===== src/rtl/fork_avalon_st_pkg.sv =====
// Shared types and CSR map for the Avalon-ST fork.
package fork_avalon_st_pkg;

    typedef enum logic [2:0] {
        IDLE       = 3'b001,
        WRITE_DATA = 3'b010,
        WRITE_EOP  = 3'b100
    } fork_state_t;

    localparam logic [2:0] CSR_STATE    = 3'd0;
    localparam logic [2:0] CSR_PEND     = 3'd1;
    localparam logic [2:0] CSR_LAST_LO  = 3'd2;
    localparam logic [2:0] CSR_LAST_HI  = 3'd3;
    localparam logic [2:0] CSR_COUNT_LO = 3'd4;
    localparam logic [2:0] CSR_COUNT_HI = 3'd5;

    localparam int ABORT_BIT = 0;

endpackage


===== src/rtl/fork_avalon_st_if.sv =====
// Avalon-ST stream bundle; master is the word source, slave the sink.
interface fork_avalon_st_if #(
    parameter int DATA_WIDTH = 8
) ();
    logic                  ready;
    logic                  valid;
    logic [DATA_WIDTH-1:0] data;
    logic                  startofpacket;
    logic                  endofpacket;

    modport master (
        input  ready,
        output valid,
        output data,
        output startofpacket,
        output endofpacket
    );

    modport slave (
        output ready,
        input  valid,
        input  data,
        input  startofpacket,
        input  endofpacket
    );
endinterface


===== src/rtl/fork_out_slot.sv =====
// One fork output: pending flag plus zero-gated data/eop drive.
module fork_out_slot #(
    parameter int DATA_WIDTH = 8
) (
    input  logic                  clock,
    input  logic                  reset,
    input  logic                  load,
    input  logic                  abort,
    input  logic [DATA_WIDTH-1:0] word,
    input  logic                  eop,
    output logic                  pend,
    output logic                  hs,
    fork_avalon_st_if.master      out_st
);

    assign hs = pend && out_st.ready;

    always_ff @(posedge clock) begin
        if (reset || abort) begin
            pend <= 1'b0;
        end else if (load) begin
            pend <= 1'b1;
        end else if (hs) begin
            pend <= 1'b0;
        end
    end

    // Idle outputs present all-zero data so downstream never sees stale words.
    assign out_st.valid         = pend;
    assign out_st.data          = pend ? word : '0;
    assign out_st.endofpacket   = pend && eop;
    assign out_st.startofpacket = 1'b0;

endmodule


===== src/rtl/fork_avalon_st.sv =====
// Avalon-ST 1-to-2 fork with CSR status/abort; FORK_AVALON_ST_WORD_COUNT_EN adds a per-packet word counter.
module fork_avalon_st
    import fork_avalon_st_pkg::*;
#(
    parameter int                    DATA_WIDTH       = 8,
    parameter int                    CSR_WIDTH        = 8,
    parameter logic                  SEND_ENDOFPACKET = 1'b1,
    parameter logic [DATA_WIDTH-1:0] END_PACKET_VALUE = '0,
    parameter int                    COUNT_WIDTH      = 16
) (
    input  logic                 clock,
    input  logic                 reset,
    fork_avalon_st_if.slave      in_st,
    fork_avalon_st_if.master     a_st,
    fork_avalon_st_if.master     b_st,
    input  logic [2:0]           csr_address,
    input  logic                 csr_read,
    input  logic                 csr_write,
    output logic [CSR_WIDTH-1:0] csr_readdata,
    input  logic [CSR_WIDTH-1:0] csr_writedata
);

    fork_state_t             state;
    logic [DATA_WIDTH-1:0]   hold_data;
    logic [DATA_WIDTH-1:0]   last_data;
    logic [DATA_WIDTH-1:0]   slot_word;
    logic [COUNT_WIDTH-1:0]  word_count;
    logic                    slot_eop;
    logic                    in_hs;
    logic                    abort;
    logic                    load;
    logic                    a_pend, b_pend;
    logic                    a_hs, b_hs;
    logic                    all_clear;
    logic                    unused_sop;
    logic [CSR_WIDTH-1:0]    unused_wdata;

    assign unused_sop   = in_st.startofpacket;
    assign unused_wdata = csr_writedata;

    assign in_st.ready = (state == IDLE);
    assign in_hs       = in_st.valid && in_st.ready;
    assign abort       = csr_write && (csr_address == CSR_STATE) && csr_writedata[ABORT_BIT];
    assign load        = in_hs && !abort && (!in_st.endofpacket || SEND_ENDOFPACKET);

    // Exit when every still-pending output is handshaking this cycle.
    assign all_clear = (!a_pend || a_hs) && (!b_pend || b_hs);

    assign slot_eop  = (state == WRITE_EOP);
    assign slot_word = slot_eop ? END_PACKET_VALUE : hold_data;

    always_ff @(posedge clock) begin
        if (reset) begin
            state     <= IDLE;
            last_data <= '0;
        end else if (abort) begin
            state <= IDLE;
        end else begin
            case (state)
                IDLE: begin
                    if (in_hs) begin
                        if (!in_st.endofpacket) begin
                            last_data <= in_st.data;
                            state     <= WRITE_DATA;
                        end else if (SEND_ENDOFPACKET) begin
                            state <= WRITE_EOP;
                        end
                    end
                end
                WRITE_DATA: begin
                    if (all_clear) state <= IDLE;
                end
                WRITE_EOP: begin
                    if (all_clear) begin
                        state     <= IDLE;
                        last_data <= '0;
                    end
                end
                default: state <= IDLE;
            endcase
        end
    end

    // Data word holding register; only meaningful while a slot is pending.
    always_ff @(posedge clock) begin
        if (in_hs && !in_st.endofpacket) hold_data <= in_st.data;
    end

`ifdef FORK_AVALON_ST_WORD_COUNT_EN
    function automatic logic [COUNT_WIDTH-1:0] sat_inc(input logic [COUNT_WIDTH-1:0] v);
        return (&v) ? v : v + 1'b1;
    endfunction

    always_ff @(posedge clock) begin
        if (reset || abort) begin
            word_count <= '0;
        end else if (state == IDLE && in_hs) begin
            if (!in_st.endofpacket)     word_count <= sat_inc(word_count);
            else if (!SEND_ENDOFPACKET) word_count <= '0;
        end else if (state == WRITE_EOP && all_clear) begin
            word_count <= '0;
        end
    end
`else
    assign word_count = '0;
`endif

    fork_out_slot #(.DATA_WIDTH(DATA_WIDTH)) u_slot_a (
        .clock  (clock),
        .reset  (reset),
        .load   (load),
        .abort  (abort),
        .word   (slot_word),
        .eop    (slot_eop),
        .pend   (a_pend),
        .hs     (a_hs),
        .out_st (a_st)
    );

    fork_out_slot #(.DATA_WIDTH(DATA_WIDTH)) u_slot_b (
        .clock  (clock),
        .reset  (reset),
        .load   (load),
        .abort  (abort),
        .word   (slot_word),
        .eop    (slot_eop),
        .pend   (b_pend),
        .hs     (b_hs),
        .out_st (b_st)
    );

    always_comb begin
        csr_readdata = '0;
        if (csr_read) begin
            case (csr_address)
                CSR_STATE:    csr_readdata = CSR_WIDTH'(state);
                CSR_PEND:     csr_readdata = CSR_WIDTH'({a_pend, b_pend});
                CSR_LAST_LO:  csr_readdata = CSR_WIDTH'(last_data);
                CSR_LAST_HI:  csr_readdata = CSR_WIDTH'(last_data >> CSR_WIDTH);
                CSR_COUNT_LO: csr_readdata = CSR_WIDTH'(word_count);
                CSR_COUNT_HI: csr_readdata = CSR_WIDTH'(word_count >> CSR_WIDTH);
                default:      csr_readdata = '0;
            endcase
        end
    end

endmodule


===== src/flat_wrapper.sv =====
// flat-port wrapper written by rule: the top's interface ports become plain ports
module fork_avalon_st_flat import fork_avalon_st_pkg::*;
#(
    parameter int                    DATA_WIDTH       = 8,
    parameter int                    CSR_WIDTH        = 8,
    parameter logic                  SEND_ENDOFPACKET = 1'b1,
    parameter logic [DATA_WIDTH-1:0] END_PACKET_VALUE = '0,
    parameter int                    COUNT_WIDTH      = 16
)
  (clock, reset, csr_address, csr_read, csr_write, csr_readdata, csr_writedata, in_st_ready, in_st_valid, in_st_data, in_st_startofpacket, in_st_endofpacket, a_st_ready, a_st_valid, a_st_data, a_st_startofpacket, a_st_endofpacket, b_st_ready, b_st_valid, b_st_data, b_st_startofpacket, b_st_endofpacket);
  fork_avalon_st_if #(.DATA_WIDTH(DATA_WIDTH)) in_st_i ();
  fork_avalon_st_if #(.DATA_WIDTH(DATA_WIDTH)) a_st_i ();
  fork_avalon_st_if #(.DATA_WIDTH(DATA_WIDTH)) b_st_i ();
  input  logic clock;
  input  logic reset;
  input  logic [2:0] csr_address;
  input  logic csr_read;
  input  logic csr_write;
  output logic [CSR_WIDTH-1:0] csr_readdata;
  input  logic [CSR_WIDTH-1:0] csr_writedata;
  output wire logic [$bits(in_st_i.ready)-1:0] in_st_ready;
  input wire logic [$bits(in_st_i.valid)-1:0] in_st_valid;
  input wire logic [$bits(in_st_i.data)-1:0] in_st_data;
  input wire logic [$bits(in_st_i.startofpacket)-1:0] in_st_startofpacket;
  input wire logic [$bits(in_st_i.endofpacket)-1:0] in_st_endofpacket;
  input wire logic [$bits(a_st_i.ready)-1:0] a_st_ready;
  output wire logic [$bits(a_st_i.valid)-1:0] a_st_valid;
  output wire logic [$bits(a_st_i.data)-1:0] a_st_data;
  output wire logic [$bits(a_st_i.startofpacket)-1:0] a_st_startofpacket;
  output wire logic [$bits(a_st_i.endofpacket)-1:0] a_st_endofpacket;
  input wire logic [$bits(b_st_i.ready)-1:0] b_st_ready;
  output wire logic [$bits(b_st_i.valid)-1:0] b_st_valid;
  output wire logic [$bits(b_st_i.data)-1:0] b_st_data;
  output wire logic [$bits(b_st_i.startofpacket)-1:0] b_st_startofpacket;
  output wire logic [$bits(b_st_i.endofpacket)-1:0] b_st_endofpacket;
  assign in_st_ready = in_st_i.ready;
  assign in_st_i.valid = in_st_valid;
  assign in_st_i.data = in_st_data;
  assign in_st_i.startofpacket = in_st_startofpacket;
  assign in_st_i.endofpacket = in_st_endofpacket;
  assign a_st_i.ready = a_st_ready;
  assign a_st_valid = a_st_i.valid;
  assign a_st_data = a_st_i.data;
  assign a_st_startofpacket = a_st_i.startofpacket;
  assign a_st_endofpacket = a_st_i.endofpacket;
  assign b_st_i.ready = b_st_ready;
  assign b_st_valid = b_st_i.valid;
  assign b_st_data = b_st_i.data;
  assign b_st_startofpacket = b_st_i.startofpacket;
  assign b_st_endofpacket = b_st_i.endofpacket;
  fork_avalon_st #(.DATA_WIDTH(DATA_WIDTH), .CSR_WIDTH(CSR_WIDTH), .SEND_ENDOFPACKET(SEND_ENDOFPACKET), .END_PACKET_VALUE(END_PACKET_VALUE), .COUNT_WIDTH(COUNT_WIDTH)) u_core (.clock(clock), .reset(reset), .in_st(in_st_i), .a_st(a_st_i), .b_st(b_st_i), .csr_address(csr_address), .csr_read(csr_read), .csr_write(csr_write), .csr_readdata(csr_readdata), .csr_writedata(csr_writedata));
endmodule

===== config.mk =====
export PLATFORM = sky130hd
export DESIGN_NAME = fork_avalon_st_flat
export DESIGN_NICKNAME = d
export VERILOG_FILES = /design/src/rtl/fork_avalon_st_pkg.sv /design/src/rtl/fork_avalon_st_if.sv /design/src/rtl/fork_out_slot.sv /design/src/rtl/fork_avalon_st.sv /design/src/flat_wrapper.sv
export SDC_FILE = /design/constraint.sdc
export NUM_CORES = 1
export LEC_CHECK = 0
export ABC_AREA = 1
export BUFFER_PORTS_ARGS = -buffer_cell sky130_fd_sc_hd__buf_2
export CAP_MARGIN = 5
export CORE_UTILIZATION = 47
export CTS_CLUSTER_SIZE = 12
export DETAILED_ROUTE_END_ITERATION = 7
export GPL_TIMING_DRIVEN = 0
export HOLD_SLACK_MARGIN = 0.08
export PLACE_DENSITY = 0.79
export SYNTH_ARGS = -nofsm -noshare
export SYNTH_HDL_FRONTEND = slang
export SYNTH_HIERARCHICAL = 1
export SYNTH_SLANG_ARGS = --single-unit

===== constraint.sdc =====
create_clock -name clock -period 1.9 [get_ports clock]
set_input_delay 0.38 -clock clock [delete_from_list [all_inputs] [get_ports clock]]
set_output_delay 0.38 -clock clock [all_outputs]
set_load 0.005 [all_outputs]

==> flow_summary.toml <==
[detailed_routing]
wl_per_cell_um = 8.28
drc_errors = 0
via_per_inst = 4.24
first_iter_violations = 50
dr.pass1.iters = 5
routed_wirelength_mm = 2.48
vias = 1269
ant_nets = 0

[die]
ios = 59
die_area_sq_um = 3140
fp.dieH_um = 56.1
core_area_sq_um = 2760
start_util = 0.498
die_width_um = 56.1
rows = 19

[placement]
hpwl_mm = 2.03
gp_congestion = 0.836
post-place-ws_ns = 0.226
placement.io_buffers = 48
dpl-instance-area_sq_um = 1650

[power]
peakVddDrop_mv = 0.406
sw_frac_of_total = 0.306
pwr-share-clk = 0.220
p_sw_uw = 302
seqPwrFrac = 0.527
power.internal_uw = 687
combPwrFrac = 0.253
powerDensity_nw_per_um2 = 586
p_leak_nw = 1.12

[global_routing]
grt_pass1_wl_mm = 4.40
grt_util_all_layers = 0.174
antenna_found_initial = 0
grt_max_degree = 14
overflow = 0
grt_pass1_vias = 1018

[outcome]
status = "completed"

[timing]
setup_slack_ns = 0.0859
maxSlewViolCount = 0
fin_skew_ns = 0.00536
max_freq_ghz = 0.551
hold_violations = 0
worst_slew_pin_slew_ns = 0.714
relSlewSlack = 0.522
rsz0062_at_grt = "yes"
fin_crit_sh = 0.955
fin_crit_ns = 1.81
finalSetupViolations = 0

[clock_tree]
cts_max_path_buffers = 2
clkSlewWorstSetupHoldPaths_ns = 0.12
clock_sinks = 21
root_buffer = "clkbuf_4"
htreeDepth = 1
hold_buffers = 0
insertion_delay_ns = 0.30
cts_tree = "yes"
postCtsSetupBuffers = 0
cts_buffers = 3

[yosys]
synthCells = 216
synth_seq_cells = 21
ys_top_cells_by_area = "dfxtp_1 (19%), edfxtp_1 (17%), nand2_1 (17%)"
ys_types = 22
syn_nets = 244
ys_seq_area_frac = 0.364
postSynth.asyncResetShare = 0
synth_warnings = 6
yosysMostFrequentCell = "nand2_1"
yosysTopAreaCell = "dfxtp_1"
synthFlopType = "dfxtp_1"
synthesis.area_sq_um = 1370
synth_area_per_cell_sq_um = 6.36
synth_top_area_share = 0.189
synth_edf_count = 8
synth_common_cells = "nand2_1 (62), inv_1 (54), nor2_1 (34), dfxtp_1 (13)"

[critical_path]
rr_worst_depth = 4
cp_max_fo = 11
cp-startpoint = "u_core/state[1]"
required_ns = 1.52
rr_startpoint = "u_core/state[0]"
timing.rr.end = "u_core/hold_data[4]"
crit_end = "a_st_data[7]"
crit_path_end_kind = "primary output"
cp-start-kind = "flop"
arrival_ns = 1.43
crit_type = "reg2out"
regToRegSetupSlack_ns = 0.30

[cells_and_area]
nets = 297
drive_above_1_share = 0.302
areaGrowthSynthToFinish_pct = 22.9
final_area_sq_um = 1690
diodes = 0

[hold_path]
whs_path_depth = 1
hold_path.class = "in2reg"

[job]
maxCapViolCount = 0
[layout make-up]
type                    instances  area [sq um]
repair buffers                 48           240
inverters                      63           239
flip-flops and latches         21           505
fillers                       267          1070
plain buffers                   7          60.1
multi-input cells             125           574
clock inverters                 1          7.51
well taps                      31          38.8
clock buffers                   3          22.5
[what timing repair did]
item	CTS	global route
setup endpoints to repair	1	17
cloned	0	0
gates resized for setup	1	2
[registers in the layout, indices dropped and copies added (netlist names)]
| signal | count |
|---|---|
| u_core/u_slot_a/out_st.valid | 1 |
| u_core/hold_data | 8 |
| u_core/state | 3 |
| u_core/u_slot_b/out_st.valid | 1 |
| u_core/last_data | 8 |
[routing by layer]
layer | up-vias | share of wire | routed length [um] | global-route usage
li1 | 715 | - | - | -
met1 | 511 | 0.50 | 1240 | 0.248
met2 | 41 | 0.44 | 1090 | 0.276
met3 | 2 | 0.050 | 123 | 0.0209
met4 | 0 | 0.0077 | 19 | 0.0523
met5 | - | 0 | 0 | 0
[worst min path at each step]
| stage | slack, ns | startpoint | end |
|---|---|---|---|
| final | 0.27 | in_st_data[3] | u_core/hold_data[3] |
| after global routing | 0.24 | in_st_data[3] | u_core/hold_data[3] |
| after CTS | 0.26 | in_st_data[3] | u_core/hold_data[3] |
| after detailed placement | 0.48 | u_core/last_data[6] | u_core/last_data[6] |
| after global placement | 0.48 | u_core/last_data[0] | u_core/last_data[0] |
| after floorplan | 0.45 | u_core/last_data[4] | u_core/last_data[4] |
[cells by family after synthesis]
logic type	synth area share
other	0.00547
AOI/OAI and AO/OA	0.0346
buffers and inverters	0.218
DFF	0.364
xor gates and xnor gates	0.00638
and+or+nand+nor	0.372
[power by group through the flow]
stage               clock network (mW)  registers [mW]  logic (mW)
floorplan                            0           0.529       0.174
global placement                     0           0.532       0.246
detailed placement                   0           0.533       0.250
CTS                              0.223           0.523       0.251
global route                     0.241           0.527       0.290
finish                           0.218           0.522       0.250
[layout by cell type, fill, tap and decap left out, drive strengths merged, types with 3 or more instances in the layout]
master / n
dfxtp: 13
nand3: 9
inv: 63
a21oi: 5
clkbuf: 3
edfxtp: 8
nand2: 66
nor2: 37
buf: 55
[critical path: stages (launching register included)]
cell	delay, ns
dfxtp_4	0.39
inv_2	0.05
nand3_4	0.12
inv_4	0.06
buf_4	0.17
nor2_1	0.13
nand2_1	0.07
inv_1	0.05
buf_2	0.10
[metrics by stage]
step / total power [mW] / std cells / TNS [ns] / utilization / hold WS (ns)
finish: 0.989 / 299 / 0 / 0.612 / 0.265
global route: 1.06 / 299 / -0.0282 / 0.612 / 0.244
CTS: 0.997 / 299 / 0 / 0.611 / 0.255
detailed placement: 0.783 / 295 / 0 / 0.599 / 0.480
global placement: 0.778 / 295 / 0 / 0.599 / 0.477
floorplan: 0.703 / 216 / 0 / - / 0.455
No activity file was read; power rests on OpenSTA's default activity.
